**src/rtl/decode_ibuf.sv**
```systemverilog
`default_nettype none
// ============================================================================
// Module   : decode_ibuf
// Purpose  : Instruction buffer between the fetch memory port and decode.
//            Captures fetched words (instr/pc/exc), holds them while decode
//            stalls and presents them in order. Fetch is throttled by credits
//            (buffered + in-flight < DEPTH). Flushes toggle an epoch so stale
//            in-flight responses are dropped on arrival.
// Ports    : clk, rst (async, active high), clk_en
//            flush                         - discard entries, toggle epoch
//            fetch_issue / fetch_ready     - request issue / credit available
//            epoch                         - tag for new fetch requests
//            in_valid/in_epoch/in_instr/in_pc/in_exc - memory response
//            out_ready/out_valid/out_instr/out_pc/out_exc - decode side
//            overflow                      - sticky: response hit a full buffer
// Config   : DECODE_IBUF_BYPASS_EN - when defined, an accepted response into
//            an empty buffer is presented on out_* in the same cycle.
// Revision : 1.0 - initial release
// ============================================================================
module decode_ibuf #(
    parameter int unsigned DEPTH = 4,
    parameter int unsigned IW    = 32
) (
    input  logic          clk,
    input  logic          rst,
    input  logic          clk_en,
    input  logic          flush,
    input  logic          fetch_issue,
    output logic          fetch_ready,
    output logic          epoch,
    input  logic          in_valid,
    input  logic          in_epoch,
    input  logic [IW-1:0] in_instr,
    input  logic [31:0]   in_pc,
    input  logic [7:0]    in_exc,
    input  logic          out_ready,
    output logic          out_valid,
    output logic [IW-1:0] out_instr,
    output logic [31:0]   out_pc,
    output logic [7:0]    out_exc,
    output logic          overflow
);

    localparam int unsigned C_PTR_W = $clog2(DEPTH);
    localparam int unsigned C_CNT_W = $clog2(DEPTH + 1);
    localparam logic [C_CNT_W-1:0] C_FULL  = C_CNT_W'(DEPTH);
    localparam logic [C_CNT_W:0]   C_LIMIT = (C_CNT_W + 1)'(DEPTH);

    typedef struct packed {
        logic [IW-1:0] instr;
        logic [31:0]   pc;
        logic [7:0]    exc;
    } entry_t;

    entry_t mem_q [DEPTH];

    logic [C_PTR_W-1:0] rd_ptr_q, rd_ptr_d;
    logic [C_PTR_W-1:0] wr_ptr_q, wr_ptr_d;
    logic [C_CNT_W-1:0] count_q, count_d;
    logic [C_CNT_W-1:0] inflight_q, inflight_d;
    logic               epoch_q, epoch_d;
    logic               overflow_q, overflow_d;

    logic               w_empty;
    logic               w_full;
    logic               w_accept;
    logic               w_bypass;
    logic               w_bypass_take;
    logic               w_pop_buf;
    logic               w_push;
    logic               w_ovf;
    logic [C_CNT_W:0]   w_credit_sum;
    entry_t             w_head;

    // ------------------------------------------------------------------
    // Handshake decode
    // ------------------------------------------------------------------
    always_comb begin
        w_empty   = (count_q == '0);
        w_full    = (count_q == C_FULL);
        w_accept  = in_valid && (in_epoch == epoch_q) && !flush;
`ifdef DECODE_IBUF_BYPASS_EN
        w_bypass  = w_empty && w_accept;
`else
        w_bypass  = 1'b0;
`endif
        // A bypassed word taken by decode the same cycle never enters storage.
        w_bypass_take = w_bypass && out_ready;
        w_pop_buf     = !w_empty && out_ready && !flush;
        // A full buffer can still take a word when the head leaves this cycle.
        w_push        = w_accept && !w_bypass_take && (!w_full || w_pop_buf);
        w_ovf         = w_accept && w_full && !w_pop_buf;
        // One bit wider than count so the credit compare cannot wrap.
        w_credit_sum  = {1'b0, count_q} + {1'b0, inflight_q};
    end

    // ------------------------------------------------------------------
    // Next-state
    // ------------------------------------------------------------------
    always_comb begin
        rd_ptr_d   = rd_ptr_q;
        wr_ptr_d   = wr_ptr_q;
        count_d    = count_q;
        inflight_d = inflight_q;
        epoch_d    = epoch_q;
        overflow_d = overflow_q;

        if (clk_en) begin
            if (w_pop_buf) begin
                rd_ptr_d = rd_ptr_q + C_PTR_W'(1);
            end
            if (w_push) begin
                wr_ptr_d = wr_ptr_q + C_PTR_W'(1);
            end
            case ({w_push, w_pop_buf})
                2'b10:   count_d = count_q + C_CNT_W'(1);
                2'b01:   count_d = count_q - C_CNT_W'(1);
                default: count_d = count_q;
            endcase

            // Every response returns a credit regardless of epoch. The
            // decrement saturates so a response arriving without a tracked
            // request (e.g. one issued before reset) cannot wrap the counter.
            if (fetch_issue && !in_valid) begin
                inflight_d = inflight_q + C_CNT_W'(1);
            end else if (!fetch_issue && in_valid && (inflight_q != '0)) begin
                inflight_d = inflight_q - C_CNT_W'(1);
            end

            if (w_ovf) begin
                overflow_d = 1'b1;
            end

            // In-flight credits survive a flush: stale responses are owed.
            if (flush) begin
                rd_ptr_d = '0;
                wr_ptr_d = '0;
                count_d  = '0;
                epoch_d  = ~epoch_q;
            end
        end
    end

    // ------------------------------------------------------------------
    // Control registers
    // ------------------------------------------------------------------
    always_ff @(posedge clk or posedge rst) begin
        if (rst) begin
            rd_ptr_q   <= '0;
            wr_ptr_q   <= '0;
            count_q    <= '0;
            inflight_q <= '0;
            epoch_q    <= 1'b0;
            overflow_q <= 1'b0;
        end else begin
            rd_ptr_q   <= rd_ptr_d;
            wr_ptr_q   <= wr_ptr_d;
            count_q    <= count_d;
            inflight_q <= inflight_d;
            epoch_q    <= epoch_d;
            overflow_q <= overflow_d;
        end
    end

    // ------------------------------------------------------------------
    // Storage (contents intentionally not reset)
    // ------------------------------------------------------------------
    always_ff @(posedge clk) begin
        if (clk_en && w_push) begin
            mem_q[wr_ptr_q] <= '{instr: in_instr, pc: in_pc, exc: in_exc};
        end
    end

    // ------------------------------------------------------------------
    // Outputs
    // ------------------------------------------------------------------
    always_comb begin
        w_head      = mem_q[rd_ptr_q];
        out_valid   = !w_empty || w_bypass;
        out_instr   = w_bypass ? in_instr : w_head.instr;
        out_pc      = w_bypass ? in_pc    : w_head.pc;
        out_exc     = w_bypass ? in_exc   : w_head.exc;
        fetch_ready = (w_credit_sum < C_LIMIT);
        epoch       = epoch_q;
        overflow    = overflow_q;
    end

endmodule
`default_nettype wire

```
**config.mk**
```make
export PLATFORM = sky130hd
export DESIGN_NAME = decode_ibuf
export DESIGN_NICKNAME = d
export VERILOG_FILES = /design/src/rtl/decode_ibuf.sv
export SDC_FILE = /design/constraint.sdc
export NUM_CORES = 1
export LEC_CHECK = 0
export CAP_MARGIN = 15
export CORE_ASPECT_RATIO = 2
export CORE_MARGIN = 2
export CORE_UTILIZATION = 43
export DETAILED_ROUTE_END_ITERATION = 8
export GPL_TIMING_DRIVEN = 0
export PLACE_DENSITY = 0.65
export SETUP_SLACK_MARGIN = 0.2
export SLEW_MARGIN = 20
export SYNTH_ARGS = -nofsm -noshare
export SYNTH_HDL_FRONTEND = slang
export SYNTH_SLANG_ARGS = --single-unit
export TNS_END_PERCENT = 10
```
**constraint.sdc**
```tcl
create_clock -name clk -period 4.13 [get_ports clk]
set_clock_uncertainty 0.2 [all_clocks]
set_input_delay 0.826 -clock clk [delete_from_list [all_inputs] [get_ports clk]]
set_output_delay 0.826 -clock clk [all_outputs]
set_load 0.03 [all_outputs]
```
==> results of run 1 <==
[per-stage QoR]
| stage | std cells | hold WS (ns) |
|---|---|---|
| 2_1_floorplan | 459 | 0.267 |
| 3_3_place_gp | 952 | 0.261 |
| 3_5_place_dp | 956 | 0.260 |
| 4_1_cts | 1001 | 0.280 |
| 5_1_grt | 1003 | 0.302 |
| 6_report | 1004 | 0.281 |
[worst max-delay path: cells and delay by family (launching register included)]
kind,cells,cell delay [ns]
buf+inv,3,1.48
flops,1,0.35
mux,1,0.46
[per-layer routing]
layer  GRT usage, %  up-vias  wire length [um]
li1               -     2310                 -
met1           17.5     2780              7760
met2           30.7      142             12500
met3           2.33       46               778
met4           7.12        0               748
met5              0        -                 0
[power breakdown]
| part | leakage [uW] | switching [uW] | total [uW] | internal [uW] |
|---|---|---|---|---|
| Combinational | 0.00131 | 1180 | 2210 | 1030 |
| Clock | 0.000430 | 1020 | 2450 | 1430 |
| Sequential | 0.00275 | 78.2 | 3560 | 3480 |
[state kept, by name, indices dropped and copies added (netlist names)]
signal and cells:
wr_ptr_q 2, rd_ptr_q 2, mem_q 288, overflow 1, inflight_q 3, epoch 1
count_q 3
[final timing paths]
check / to / start / slack, ns / cells past startpoint
min in group asynchronous: inflight_q[1] / rst / 0.43 / 2
worst max register to register: mem_q[2][42] / epoch / 1.35 / 5
worst min register to register: overflow / overflow / 0.28 / 1
worst min-delay path: overflow / overflow / 0.28 / 1
worst max-delay path: out_pc[2] / rd_ptr_q[1] / 0.29 / 4
max in group asynchronous: inflight_q[0] / rst / 2.97 / 2
[cell usage after synthesis, types with 4 or more instances]
cell | instances | share of area (%)
edfxtp_1 | 288 | 78
clkbuf_1 | 8 | 0.27
ha_1 | 6 | 0.67
nor2_1 | 6 | 0.20
and2_1 | 4 | 0.22
dfrtp_1 | 12 | 2.7
buf_2 | 7 | 0.31
o21ai_0 | 6 | 0.27
nand2_1 | 4 | 0.13
xnor2_1 | 5 | 0.39
mux4_2 | 72 | 15
inv_1 | 6 | 0.20
[layout make-up]
type	instances	share of cell area [%]
flip-flops and latches	300	63.5
diodes	3	0.0533
inverters	6	0.160
plain buffers	19	0.728
multi-input cells	134	14.9
repair buffers	157	11.4
clock buffers	33	5.15
well taps	340	3.02
clock inverters	12	1.02
[kinds of logic (layout without fill, tap and decap cells)]
family	count (synthesis)	after routing	synth area share (%)
AOI/OAI and AO/OA	18	18	1.11
xor gates and xnor gates	6	6	0.471
adders and majority gates	8	8	1.03
buffers and inverters	25	227	0.987
DFF	300	300	80.2
muxes	76	76	15.0
other	0	3	0
and+or+nand+nor	26	26	1.22
[timing repair]
action,CTS,global route
resized for setup,3,8
setup endpoints to repair,58,50
cloned,0,0
==> impl_metrics.json, run 1 <==
{
  "status": "finished, final reports clean",
  "critPathKind": "flip-flop to primary output",
  "pre_cts_slack_ns": 0.448,
  "maxSlewHeadroom_pct": 49.6,
  "clk_latency_ns": 0.52,
  "initial_core_util_pct": 43.7,
  "syn_inst": 459,
  "setup_viol": 0,
  "p_leak_uw": 0.00449,
  "die_x_um": 118,
  "fin_tns_setup_ns": 0,
  "synth.avg_cell_area_sq_um": 24.3,
  "wl_per_cell_um": 21.7,
  "track_usage_pct": 16.1,
  "layout_common_cells": "edfxtp_1 (288), clkdlybuf4s50_1 (153), mux4_2 (72)",
  "grt_pass1_wl_um": 33300,
  "clk_pin_slew_ns": 0.07,
  "critPathCaptureType": "primary output",
  "crit_chain": "clkbuf_2 -> clkbuf_1 -> mux4_2 -> clkdlybuf4s50_1",
  "slowest_stage": "clkdlybuf4s50_1",
  "slew_violations": 0,
  "netlist_area_sq_mm": 0.0112,
  "layout.nets": 731,
  "final_area_sq_mm": 0.0141,
  "drc_errors": 0,
  "htree_num_levels": 1,
  "cts_buffer_depth": 3,
  "antenna_left": 0,
  "dieArea_sq_mm": 0.0273,
  "start_kind": "flip-flop",
  "cp.arrival_ns": 2.81,
  "grt_setup_unrepaired": "true",
  "layout-drive-gt1-share_pct": 21.6,
  "cts_setup_buffers": 0,
  "area_growth_pct": 26.3,
  "multiInputGateArea_sq_mm": 0.00211,
  "power.density_mw_per_mm2": 582,
  "drv_cap": 0,
  "fin_util_pct": 55.2,
  "grt.overflow.total": 0,
  "power_uw": 8210,
  "dp_hpwl_um": 14400,
  "worst_pin_slew_ns": 0.737,
  "core-area_sq_mm": 0.0255,
  "cts_root_buf": "clkbuf_16",
  "cts_made_buffers": 25,
  "synth_ff_type": "edfxtp_1",
  "ioPinCount": 156,
  "slowest_delay_ns": 0.62,
  "synthArstFlopShare_pct": 4.00,
  "wl_um": 21800,
  "report.final.hold_viol_count": 0,
  "first_iter_violations": 285,
  "portBuffers": 153,
  "place_area_sq_mm": 0.0132,
  "fmax_ghz": 0.261,
  "cp_max_fo": 10,
  "ys_seq_area_share_pct": 80.2,
  "hp-class": "flip-flop to flip-flop",
  "layout_commonest_cell": "edfxtp_1",
  "synth_edf_count": 288,
  "std_cell_rows": 83,
  "yosysWarnings": 0,
  "gp_congestion": 0.765,
  "vias_per_cell": 5.26,
  "setup_ws_ns": 0.294,
  "ys_types": 38,
  "cts_tree": "built",
  "grt_max_degree": 47,
  "clock_sinks": 300,
  "die_h_um": 232,
  "grt_pass1_vias": 5787,
  "register_area_sq_mm": 0.00895,
  "num_vias": 5278,
  "layout_min_cycle_time_ns": 3.84,
  "first_pass_iters": 4,
  "synth_nets": 547,
  "n_fill_cell": 1988,
  "fin_crit_sh_pct": 92.9,
  "ys_ff_latch": 300,
  "ir_drop_mv": 0.356,
  "antenna_found_initial": 2,
  "ctsHoldBuffers": 0,
  "required_ns": 3.10
}
Power figures use the tool's default switching activity.
==> inputs of run 2 (changes only) <==
Settings changed: GPL_ROUTABILITY_DRIVEN from default to 0, REMOVE_ABC_BUFFERS from default to 1.
==> impl_metrics.json, run 2 (synthesis results as in run 1) <==
{
  "critPathCaptureType": "primary output",
  "std_cell_rows": 83,
  "status": "finished, final reports clean",
  "clk_latency_ns": 0.55,
  "grt_pass1_vias": 5980,
  "dp_hpwl_um": 13300,
  "power_uw": 8230,
  "initial_core_util_pct": 43.7,
  "clk_pin_slew_ns": 0.07,
  "first_pass_iters": 7,
  "grt_setup_unrepaired": "false",
  "ioPinCount": 156,
  "drv_cap": 0,
  "min_delay_path_depth": 1,
  "setup_viol": 0,
  "hold_start": "epoch",
  "die_h_um": 232,
  "reg.largest.list": "mem_q x288, count_q x3, inflight_q x3",
  "rrSetupSlack_ns": 1.33,
  "cts_setup_buffers": 0,
  "grt_max_degree": 46,
  "crit_chain": "buf_16 -> mux4_2 -> clkdlybuf4s50_1",
  "report.final.hold_viol_count": 0,
  "fin_util_pct": 55.5,
  "cp.arrival_ns": 2.68,
  "critPathKind": "flip-flop to primary output",
  "layout_min_cycle_time_ns": 3.71,
  "setup_ws_ns": 0.420,
  "hold_end": "epoch",
  "power.density_mw_per_mm2": 581,
  "grt.overflow.total": 0,
  "drc_errors": 0,
  "core-area_sq_mm": 0.0255,
  "antenna_left": 0,
  "slowest_delay_ns": 0.77,
  "cts_tree": "built",
  "area_growth_pct": 27.1,
  "grt_pass1_wl_um": 34200,
  "antenna_found_initial": 2,
  "timing.rr.start": "epoch",
  "start_kind": "flip-flop",
  "layout.nets": 727,
  "wl_per_cell_um": 22.0,
  "ff2ff_path_depth": 5,
  "ctsHoldBuffers": 0,
  "layout-drive-gt1-share_pct": 20.8,
  "cts_made_buffers": 27,
  "clock_sinks": 300,
  "die_x_um": 118,
  "pre_cts_slack_ns": 0.220,
  "fmax_ghz": 0.270,
  "first_iter_violations": 283,
  "hp-class": "flip-flop to flip-flop",
  "fin_tns_setup_ns": 0,
  "layout_common_cells": "edfxtp_1 (288), clkdlybuf4s50_1 (155), mux4_2 (72)",
  "r2r-end": "mem_q[0][5]",
  "slowest_stage": "dfrtp_4",
  "wl_um": 22000,
  "layout_commonest_cell": "edfxtp_1",
  "htree_num_levels": 1,
  "track_usage_pct": 16.5,
  "cp_max_fo": 45,
  "portBuffers": 155,
  "fin_crit_sh_pct": 89.8,
  "ctsResizeCount": 0,
  "worst_pin_slew_ns": 0.639,
  "p_leak_uw": 0.00450,
  "cts_root_buf": "clkbuf_16",
  "cts_buffer_depth": 3,
  "max_flop_register": "mem_q",
  "slew_violations": 0,
  "maxSlewHeadroom_pct": 56.3,
  "dieArea_sq_mm": 0.0273,
  "ir_drop_mv": 0.515,
  "vias_per_cell": 5.25,
  "required_ns": 3.10,
  "num_vias": 5265,
  "largest_reg_flops": 288,
  "n_fill_cell": 2007
}
-- run 2: cell types whose count changed in the layout (fill, tap and decap cells not counted), sizes merged --
cell,previous run,this run
buf,13,15
bufinv,3,0
clkbuf,43,45
clkdlybuf4s50,153,155
clkinv,6,2
clkinvlp,2,0
diode,3,2
inv,7,9
-- run 2: where the power goes --
group / internal [uW] / switching (uW) / total [uW] / leakage, uW
logic: 1100 / 1170 / 2270 / 0.00134
clock network: 1330 / 1050 / 2370 / 0.000411
registers: 3480 / 109 / 3590 / 0.00274
-- run 2: worst max path at each step --
stage	slack (ns)	start	end
after floorplan	-0.57	rd_ptr_q[0]	out_exc[0]
after CTS	0.22	rd_ptr_q[0]	out_pc[27]
after detailed placement	0.22	clk_en	mem_q[2][32]
final	0.42	rd_ptr_q[1]	out_pc[27]
after global routing	0.33	rd_ptr_q[1]	out_pc[27]
after global placement	-2.47	rd_ptr_q[0]	out_pc[20]
-- run 2: layout make-up --
type / count / area (sq um) / area share [%]
clock buffer: 45 / 803 / 5.67
sequential: 300 / 8960 / 63.2
clock inverter: 5 / 31.3 / 0.221
inverter: 6 / 22.5 / 0.159
timing repair buffer: 170 / 1830 / 12.9
multi-input combinational: 134 / 2110 / 14.9
antenna: 2 / 5.00 / 0.0353
tap: 340 / 425 / 3.00
-- run 2: worst max-delay path, delay by kind of cell (launching register included) --
kind     cells  cell delay (ns)
flops        1             0.77
buf+inv      2             1.00
mux          1             0.35
-- run 2: metal layers --
metal  GRT usage (%)  vias to the layer above  part of all wire [%]
met5               0                        -                     0
met4            6.63                        0                   3.2
met3            2.55                       41                   3.9
met2            31.5                      145                    56
met1            18.0                     2775                    37
li1                -                     2304                     -
-- run 2: through the flow --
stage                     hold WS, ns  instances  area [sq um]
after CTS                       0.304        992         14100
after global placement          0.268        935         13000
after global routing            0.346       1002         14200
after detailed placement        0.278        942         13300
final                           0.321       1002         14200
after floorplan                 0.267        440         11100
